`src/rtl/fd_pipe_reg_if.sv`:
```
// fd_pipe_reg_if: Fetch-to-Decode bundle for the F/D pipeline register.
//
// Groups the hazard controls (stall, flush), the fetch-side inputs (F_PC,
// F_instruction, F_bd) and the decode-side outputs (D_PC, D_instruction,
// D_PC8, D_bd, D_valid, D_exccode) plus the stall/flush counters.
//
// Modports:
//   slave  - the pipeline register: takes controls and F_*, drives D_* and counters.
//   master - the surrounding pipeline (or a bench): drives controls and F_*, observes D_*.
interface fd_pipe_reg_if;
  logic        stall;
  logic        flush;
  logic [31:0] F_PC;
  logic [31:0] F_instruction;
  logic        F_bd;
  logic [31:0] D_PC;
  logic [31:0] D_instruction;
  logic [31:0] D_PC8;
  logic        D_bd;
  logic        D_valid;
  logic [4:0]  D_exccode;
  logic [15:0] stall_cnt;
  logic [15:0] flush_cnt;

  modport slave (
    input  stall, flush, F_PC, F_instruction, F_bd,
    output D_PC, D_instruction, D_PC8, D_bd, D_valid, D_exccode, stall_cnt, flush_cnt
  );

  modport master (
    output stall, flush, F_PC, F_instruction, F_bd,
    input  D_PC, D_instruction, D_PC8, D_bd, D_valid, D_exccode, stall_cnt, flush_cnt
  );
endinterface

```
`src/rtl/fd_pipe_reg.sv`:
```
// fd_pipe_reg: F/D pipeline register.
//
// Captures the fetched PC/instruction pair every cycle and presents it to
// Decode one cycle later. Priority on each rising edge is flush > stall >
// load. A flush writes a bubble (valid=0, nop, no exception) that still
// carries F_PC/F_bd so EPC can be formed from it. A fetch from a misaligned
// or out-of-range address loads a nop tagged with ADEL_CODE and keeps the
// faulting PC.
//
// Ports:
//   clk    - system clock, rising edge
//   reset  - asynchronous, active-low reset
//   bus    - fd_pipe_reg_if.slave: stall/flush, F_* inputs, D_* outputs,
//            stall_cnt/flush_cnt
//
// Build option: define FD_PERF_CNT_EN to enable the saturating 16-bit
// stall/flush cycle counters; otherwise both read as zero and no counter
// flops are built.
module fd_pipe_reg #(
  parameter logic [31:0] PC_RESET  = 32'h0000_3000,
  parameter logic [31:0] IM_BASE   = 32'h0000_3000,
  parameter int unsigned IM_WORDS  = 4096,
  parameter logic [4:0]  ADEL_CODE = 5'd4
) (
  input logic          clk,
  input logic          reset,
  fd_pipe_reg_if.slave bus
);

  // Exclusive upper bound of instruction memory, 33 bits wide so it cannot wrap.
  localparam logic [32:0] ImLimit = {1'b0, IM_BASE} + (33'(IM_WORDS) << 2);

  logic [31:0] pc_q, pc_d;
  logic [31:0] instr_q, instr_d;
  logic        bd_q, bd_d;
  logic        valid_q, valid_d;
  logic [4:0]  exc_q, exc_d;

  logic fetch_fault;

  // Fetch address check on the raw F_PC, unsigned compare.
  always_comb begin
    fetch_fault = 1'b0;
    if (bus.F_PC[1:0] != 2'b00) begin
      fetch_fault = 1'b1;
    end
    if (bus.F_PC < IM_BASE) begin
      fetch_fault = 1'b1;
    end
    if ({1'b0, bus.F_PC} >= ImLimit) begin
      fetch_fault = 1'b1;
    end
  end

  // Next state: default is hold, which covers the stall case.
  always_comb begin
    pc_d    = pc_q;
    instr_d = instr_q;
    bd_d    = bd_q;
    valid_d = valid_q;
    exc_d   = exc_q;
    if (bus.flush) begin
      // Bubble still carries the fetch PC and delay-slot flag.
      pc_d    = bus.F_PC;
      bd_d    = bus.F_bd;
      instr_d = 32'h0;
      valid_d = 1'b0;
      exc_d   = 5'd0;
    end else if (!bus.stall) begin
      pc_d    = bus.F_PC;
      bd_d    = bus.F_bd;
      valid_d = 1'b1;
      if (fetch_fault) begin
        instr_d = 32'h0;
        exc_d   = ADEL_CODE;
      end else begin
        instr_d = bus.F_instruction;
        exc_d   = 5'd0;
      end
    end
  end

  always_ff @(posedge clk or negedge reset) begin
    if (!reset) begin
      pc_q    <= PC_RESET;
      instr_q <= 32'h0;
      bd_q    <= 1'b0;
      valid_q <= 1'b0;
      exc_q   <= 5'd0;
    end else begin
      pc_q    <= pc_d;
      instr_q <= instr_d;
      bd_q    <= bd_d;
      valid_q <= valid_d;
      exc_q   <= exc_d;
    end
  end

  assign bus.D_PC          = pc_q;
  assign bus.D_instruction = instr_q;
  assign bus.D_bd          = bd_q;
  assign bus.D_valid       = valid_q;
  assign bus.D_exccode     = exc_q;
  // Link address for jal/jalr; wraps modulo 2^32.
  assign bus.D_PC8         = pc_q + 32'd8;

`ifdef FD_PERF_CNT_EN
  logic [15:0] stall_cnt_q, stall_cnt_d;
  logic [15:0] flush_cnt_q, flush_cnt_d;

  // Saturating counters: a stall under flush counts as a flush only.
  always_comb begin
    stall_cnt_d = stall_cnt_q;
    flush_cnt_d = flush_cnt_q;
    if (bus.flush) begin
      if (flush_cnt_q != 16'hFFFF) begin
        flush_cnt_d = flush_cnt_q + 16'd1;
      end
    end else if (bus.stall) begin
      if (stall_cnt_q != 16'hFFFF) begin
        stall_cnt_d = stall_cnt_q + 16'd1;
      end
    end
  end

  always_ff @(posedge clk or negedge reset) begin
    if (!reset) begin
      stall_cnt_q <= 16'h0;
      flush_cnt_q <= 16'h0;
    end else begin
      stall_cnt_q <= stall_cnt_d;
      flush_cnt_q <= flush_cnt_d;
    end
  end

  assign bus.stall_cnt = stall_cnt_q;
  assign bus.flush_cnt = flush_cnt_q;
`else
  assign bus.stall_cnt = 16'h0;
  assign bus.flush_cnt = 16'h0;
`endif

endmodule
```
`src/flat_wrapper.sv`:
```
// flat-port wrapper written by rule: the top's interface ports become plain ports
module fd_pipe_reg_flat 
#(
  parameter logic [31:0] PC_RESET  = 32'h0000_3000,
  parameter logic [31:0] IM_BASE   = 32'h0000_3000,
  parameter int unsigned IM_WORDS  = 4096,
  parameter logic [4:0]  ADEL_CODE = 5'd4
)
  (clk, reset, bus_stall, bus_flush, bus_F_PC, bus_F_instruction, bus_F_bd, bus_D_PC, bus_D_instruction, bus_D_PC8, bus_D_bd, bus_D_valid, bus_D_exccode, bus_stall_cnt, bus_flush_cnt);
  fd_pipe_reg_if bus_i ();
  input logic clk;
  input logic reset;
  input wire logic [$bits(bus_i.stall)-1:0] bus_stall;
  input wire logic [$bits(bus_i.flush)-1:0] bus_flush;
  input wire logic [$bits(bus_i.F_PC)-1:0] bus_F_PC;
  input wire logic [$bits(bus_i.F_instruction)-1:0] bus_F_instruction;
  input wire logic [$bits(bus_i.F_bd)-1:0] bus_F_bd;
  output wire logic [$bits(bus_i.D_PC)-1:0] bus_D_PC;
  output wire logic [$bits(bus_i.D_instruction)-1:0] bus_D_instruction;
  output wire logic [$bits(bus_i.D_PC8)-1:0] bus_D_PC8;
  output wire logic [$bits(bus_i.D_bd)-1:0] bus_D_bd;
  output wire logic [$bits(bus_i.D_valid)-1:0] bus_D_valid;
  output wire logic [$bits(bus_i.D_exccode)-1:0] bus_D_exccode;
  output wire logic [$bits(bus_i.stall_cnt)-1:0] bus_stall_cnt;
  output wire logic [$bits(bus_i.flush_cnt)-1:0] bus_flush_cnt;
  assign bus_i.stall = bus_stall;
  assign bus_i.flush = bus_flush;
  assign bus_i.F_PC = bus_F_PC;
  assign bus_i.F_instruction = bus_F_instruction;
  assign bus_i.F_bd = bus_F_bd;
  assign bus_D_PC = bus_i.D_PC;
  assign bus_D_instruction = bus_i.D_instruction;
  assign bus_D_PC8 = bus_i.D_PC8;
  assign bus_D_bd = bus_i.D_bd;
  assign bus_D_valid = bus_i.D_valid;
  assign bus_D_exccode = bus_i.D_exccode;
  assign bus_stall_cnt = bus_i.stall_cnt;
  assign bus_flush_cnt = bus_i.flush_cnt;
  fd_pipe_reg #(.PC_RESET(PC_RESET), .IM_BASE(IM_BASE), .IM_WORDS(IM_WORDS), .ADEL_CODE(ADEL_CODE)) u_core (.clk(clk), .reset(reset), .bus(bus_i));
endmodule
```
`config.mk`:
```
export PLATFORM = sky130hd
export DESIGN_NAME = fd_pipe_reg_flat
export DESIGN_NICKNAME = d
export VERILOG_FILES = /design/src/rtl/fd_pipe_reg_if.sv /design/src/rtl/fd_pipe_reg.sv /design/src/flat_wrapper.sv
export SDC_FILE = /design/constraint.sdc
export NUM_CORES = 1
export LEC_CHECK = 0
export ABC_AREA = 1
export BUFFER_PORTS_ARGS = -buffer_cell sky130_fd_sc_hd__buf_4
export CAP_MARGIN = 30
export CORE_UTILIZATION = 42
export CTS_CLUSTER_SIZE = 25
export DETAILED_ROUTE_END_ITERATION = 16
export GPL_ROUTABILITY_DRIVEN = 0
export PLACE_DENSITY = 0.78
export SLEW_MARGIN = 0
export SYNTH_ARGS = -nofsm -noshare
export SYNTH_HDL_FRONTEND = slang
export SYNTH_SLANG_ARGS = --single-unit
```
`constraint.sdc`:
```
create_clock -name clk -period 1.8 [get_ports clk]
set_input_delay 0.54 -clock clk [delete_from_list [all_inputs] [get_ports clk]]
set_output_delay 0.54 -clock clk [all_outputs]
set_load 0.05 [all_outputs]
```
# --- Yosys cells after proc, flatten, opt, wreduce, memory -nomap -nowiden ---
# Index checks and enable logic that the tools add are counted.
op_classes:
  n_addsub: 1
  mul: 0
  n_div: 0
  order_cmp: 2
  n_eq_ne: 1
  n_shift: 0
  n_mux: 15
  bitwise: 0
  n_reduce_logical: 1
ops:
  columns: ["op", "n"]
  rows:
  - ["32-bit 2-to-1 mux", 5]
  - ["32-bit by 4-bit adder with 32-bit output (second input constant)", 1]
  - ["32-bit by 15-bit >= comparator with 1-bit output (second input constant)", 1]
  - ["32-bit by 14-bit < comparator with 1-bit output (second input constant)", 1]
  - ["5-bit 2-to-1 mux", 2]
  - ["1-bit 2-to-1 mux", 7]
  - ["3-bit 2-to-1 mux", 1]
  - ["2-bit by 1-bit inequality test with 1-bit output (second input constant)", 1]
  - ["2-bit nonzero test", 1]
totals:
  ff_bits: 71
  latch_bits: 0
  mem_bits_rw: 0
  mem_bits_ro: 0
  input_bits: 69
  out_inout_bits: 135
  wordCells: 25
  mem_count: 0

# --- Depth between registers and ports, before layout ---
logic_depth:
  ltp_word: 7
  ltp_mapped: 8
  ltp_nobuf: 8

# --- Worst setup path after synthesis ---
# OpenSTA, ideal clock, no wires.
synth_timing:
  kind: "register to output"
  from: "reg u_core.pc_q[3] (netlist: u_core.bus.D_PC[3])"
  to: "out bus_D_PC8[19]"
  arrival_ns: 2.250
  setup_slack_ns: -0.990
  path_stages_with_launch: 7
  path_cell_list: "dfrtp_1 ha_1 nand3_2 inv_2 nand2_2 nor2_1 xor2_1"
synth_between:
  elab_chain_cells: 1
synth_lines:
  columns: ["item", "line", "rtl"]
  rows:
  - ["start: declaration", "fd_pipe_reg.sv:33", "logic [31:0] pc_q, pc_d;"]
  - ["start signal: assignment", "fd_pipe_reg.sv:91", "pc_q <= pc_d;"]
  - ["32-bit by 4-bit adder with 32-bit output", "fd_pipe_reg.sv:105", "assign bus.D_PC8 = pc_q + 32'd8;"]
  - ["end: declaration", "flat_wrapper.sv:20", "output wire logic [$bits(bus_i.D_PC8)-1:0] bus_D_PC8;"]
# Every way passes these cells.

# --- Final worst setup path ---
layout_timing:
  from: "reg u_core.pc_q[12] (netlist: u_core.bus.D_PC[12])"
  to: "out bus_D_PC8[21]"
# Same word-level chain as after synthesis.

==> results.py <==
metrics = {
    "logic_synthesis": {
        "ys_warn_count": 0,
        "synth_top_family_by_area": "simple AND/OR/NAND/NOR gates",
        "muxShareOfSynthArea_pct": 0,
        "synth_compound_area_share_pct": 2.76,
        "synth_cell_types": 22,
        "synth.area.top_cells": "dfrtp_1 41%, nand2_1 23%, buf_4 7.5%",
        "syn_area_um2": 3990,
        "synth_top_cell_area_share_pct": 40.8,
        "synthAdderAreaFrac_pct": 0.314,
        "yosys.area_share.xor_xnor_pct": 3.29,
        "synth.avg_cell_area_um2": 7.28,
        "synth.largest_area_cell": "dfrtp_1",
        "ys_seq_area_share_pct": 42.1,
        "synthCells": 548,
        "synth-simple-area-share_pct": 38.6,
        "synth_seq_cells": 67,
    },
    "power": {
        "p_leak_nw": 3.47,
        "p_per_area_nw_per_um2": 697,
        "power.total_mw": 4.76,
        "ir_drop_mv": 0.433,
    },
    "place": {
        "placed_area_um2": 6140,
        "io_buffers": 167,
        "hpwl_mm": 9.29,
        "place_inst": 877,
    },
    "setup_path": {
        "required_ns": 1.26,
        "path_max_fanout": 4,
        "start_kind": "register",
        "end_kind": "output pin",
        "arrival_ns": 1.88,
        "path_class": "reg2out",
    },
    "clock_tree": {
        "hold_buffers": 0,
        "clock_latency_ns": 0.33,
        "clockBufferDepth": 2,
        "cts.sinks": 67,
        "numCtsBuffers": 9,
        "cts_tree": "done",
        "path_clk_slew_ns": 0.08,
        "cts_root_buf": "clkbuf_8",
        "cts_htree_levels": 3,
    },
    "floorplan": {
        "core_area_um2": 9240,
        "die_h_um": 99.5,
        "dieArea_um2": 9890,
        "die_x_um": 99.5,
        "ios": 204,
        "start_util_pct": 43.2,
        "core.rowCount": 35,
    },
    "finish": {
        "nets": 838,
        "syn_to_final_growth_pct": 71.0,
        "layout.cells.non_filler": 902,
        "stdcell_area_um2": 6820,
        "insertedDiodeCount": 0,
        "drive_gt1_share_pct": 47.6,
    },
    "route": {
        "finalWirelength_mm": 13.4,
        "first_pass_iters": 5,
        "wl_per_cell_um": 14.8,
        "drc": 0,
        "viasPerCell": 4.79,
        "drtIter0Drc": 199,
        "antenna_left": 0,
        "vias": 4321,
    },
    "sta": {
        "hold_violations": 0,
        "whs_ns": 0.194,
        "drv_slew": 0,
        "tns_ns": -13.90,
        "rsz0062_at_grt": "true",
        "fin_worst_skew_ns": 0,
        "period_share_pct": 135,
        "setup_viol": 30,
        "finalCriticalPeriod_ns": 2.42,
        "fin_ws_ns": -0.625,
        "fmax_mhz": 412,
    },
    "global_routing": {
        "use_met2_pct": 45.9,
        "grt_util_met3_pct": 5.69,
        "track_usage_pct": 26.4,
        "antenna_found_initial": 0,
        "use_met1_pct": 32.7,
        "grt_first_pass_wirelength_mm": 20.4,
        "grt_busiest_layer": "met2",
        "grt_pass1_vias": 4175,
        "grt_max_degree": 68,
        "grt.overflow.total": 0,
    },
    "run": {
        "max_cap_viol_count": 0,
    },
    "status": {
        "violations": "negative setup slack",
        "status": "finished with violations",
    },
    "hold_path": {
        "hold_class": "in2async",
    },
}
area by class of cell:
| type | count | area [um2] |
|---|---|---|
| clock inverters | 6 | 90.1 |
| repair buffers | 232 | 2020 |
| multi-input cells | 429 | 2590 |
| inverters | 29 | 111 |
| fillers | 645 | 2420 |
| flip-flops and latches | 67 | 1710 |
| well taps | 129 | 161 |
| clock buffers | 10 | 128 |
Yosys cell counts:
master	n
nand2_4	1
nand2_2	1
buf_2	10
inv_2	2
ha_1	1
inv_1	27
conb_1	1
nor2_4	1
dfrtp_1	65
o21ai_0	16
nand3_2	2
clkbuf_1	5
xor2_1	15
nand3_1	13
dfstp_2	2
nand3b_1	36
nand2_1	244
buf_6	3
nor2_2	11
buf_4	40
nor2_1	46
o21ai_1	6
flip-flops by register name, indices dropped and copies added (netlist names):
register	cells
u_core.bus.D_exccode	1
u_core.bus.D_instruction	32
u_core.bus.D_bd	1
u_core.bus.D_valid	1
u_core.bus.D_PC	32
placed cells by master (no fill, tap or decap), drive strengths merged:
cell	netlist	routed
conb	1	36
clkinv	0	3
ha	1	1
nand2	246	246
dfstp	2	2
o21ai	22	22
clkbuf	5	10
dfrtp	65	65
buf	53	232
clkinvlp	0	1
nand3	15	15
bufinv	0	2
nand3b	36	36
inv	29	29
xor2	15	15
nor2	58	58
where the power goes:
group          total [mW]  internal (mW)  leakage, nW  switching, mW
Combinational        1.69          0.590         2.52           1.10
Clock                1.40          0.783        0.106          0.615
Sequential           1.67           1.58        0.843         0.0848
worst max-delay path, cell delays in order (launching register included):
cell     delay [ns]
dfstp_4        0.66
nand2_4        0.07
nor2_4         0.12
nand2_4        0.07
buf_4          0.14
nor2_2         0.11
nand2_1        0.08
nand2_2        0.08
nand2_4        0.05
buf_8          0.15
timing repair:
action | CTS | global route
setup endpoints to repair | 30 | 31
buffers inserted | 3 | 7
gates resized for setup | 64 | 38
pin swaps | 17 | 15
metal layers:
layer	wire length, um	vias up
met2	6850	219
met4	418	0
met5	0	-
li1	-	2048
met1	5020	2020
met3	1100	34
cell families after synthesis:
kind of cell,count (synthesis)
xor+xnor,15
simple gates,355
other cells,1
fa+ha+maj,1
flops,67
buf+inv,87
compound gates,22
metrics by stage:
step,setup WS [ns],utilization [%]
2_1_floorplan,-0.327,-
3_5_place_dp,-0.248,66.4
5_1_grt,-0.693,73.9
6_report,-0.625,73.9
3_3_place_gp,-0.216,66.4
4_1_cts,-0.569,71.6
final timing paths:
| check | startpoint | to | slack, ns | cells past startpoint |
|---|---|---|---|---|
| setup / recovery | u_core.bus.D_PC[12]$_DFFE_PN1P_ | bus_D_PC8[21] | -0.62 | 9 |
| hold / removal | reset | u_core.bus.D_PC[6]$_DFFE_PN0P_ | 0.19 | 2 |
| hold reg to reg | u_core.bus.D_instruction[20]$_DFFE_PN0P_ | u_core.bus.D_instruction[20]$_DFFE_PN0P_ | 0.48 | 2 |
| setup reg to reg | u_core.bus.D_PC[4]$_DFFE_PN0P_ | u_core.bus.D_PC[4]$_DFFE_PN0P_ | 0.68 | 6 |
| min in group clk | bus_F_PC[5] | u_core.bus.D_PC[5]$_DFFE_PN0P_ | 0.39 | 3 |
| max in group asynchronous | reset | u_core.bus.D_PC[15]$_DFFE_PN0P_ | 1.28 | 2 |
(Power assumes the default switching activity.)
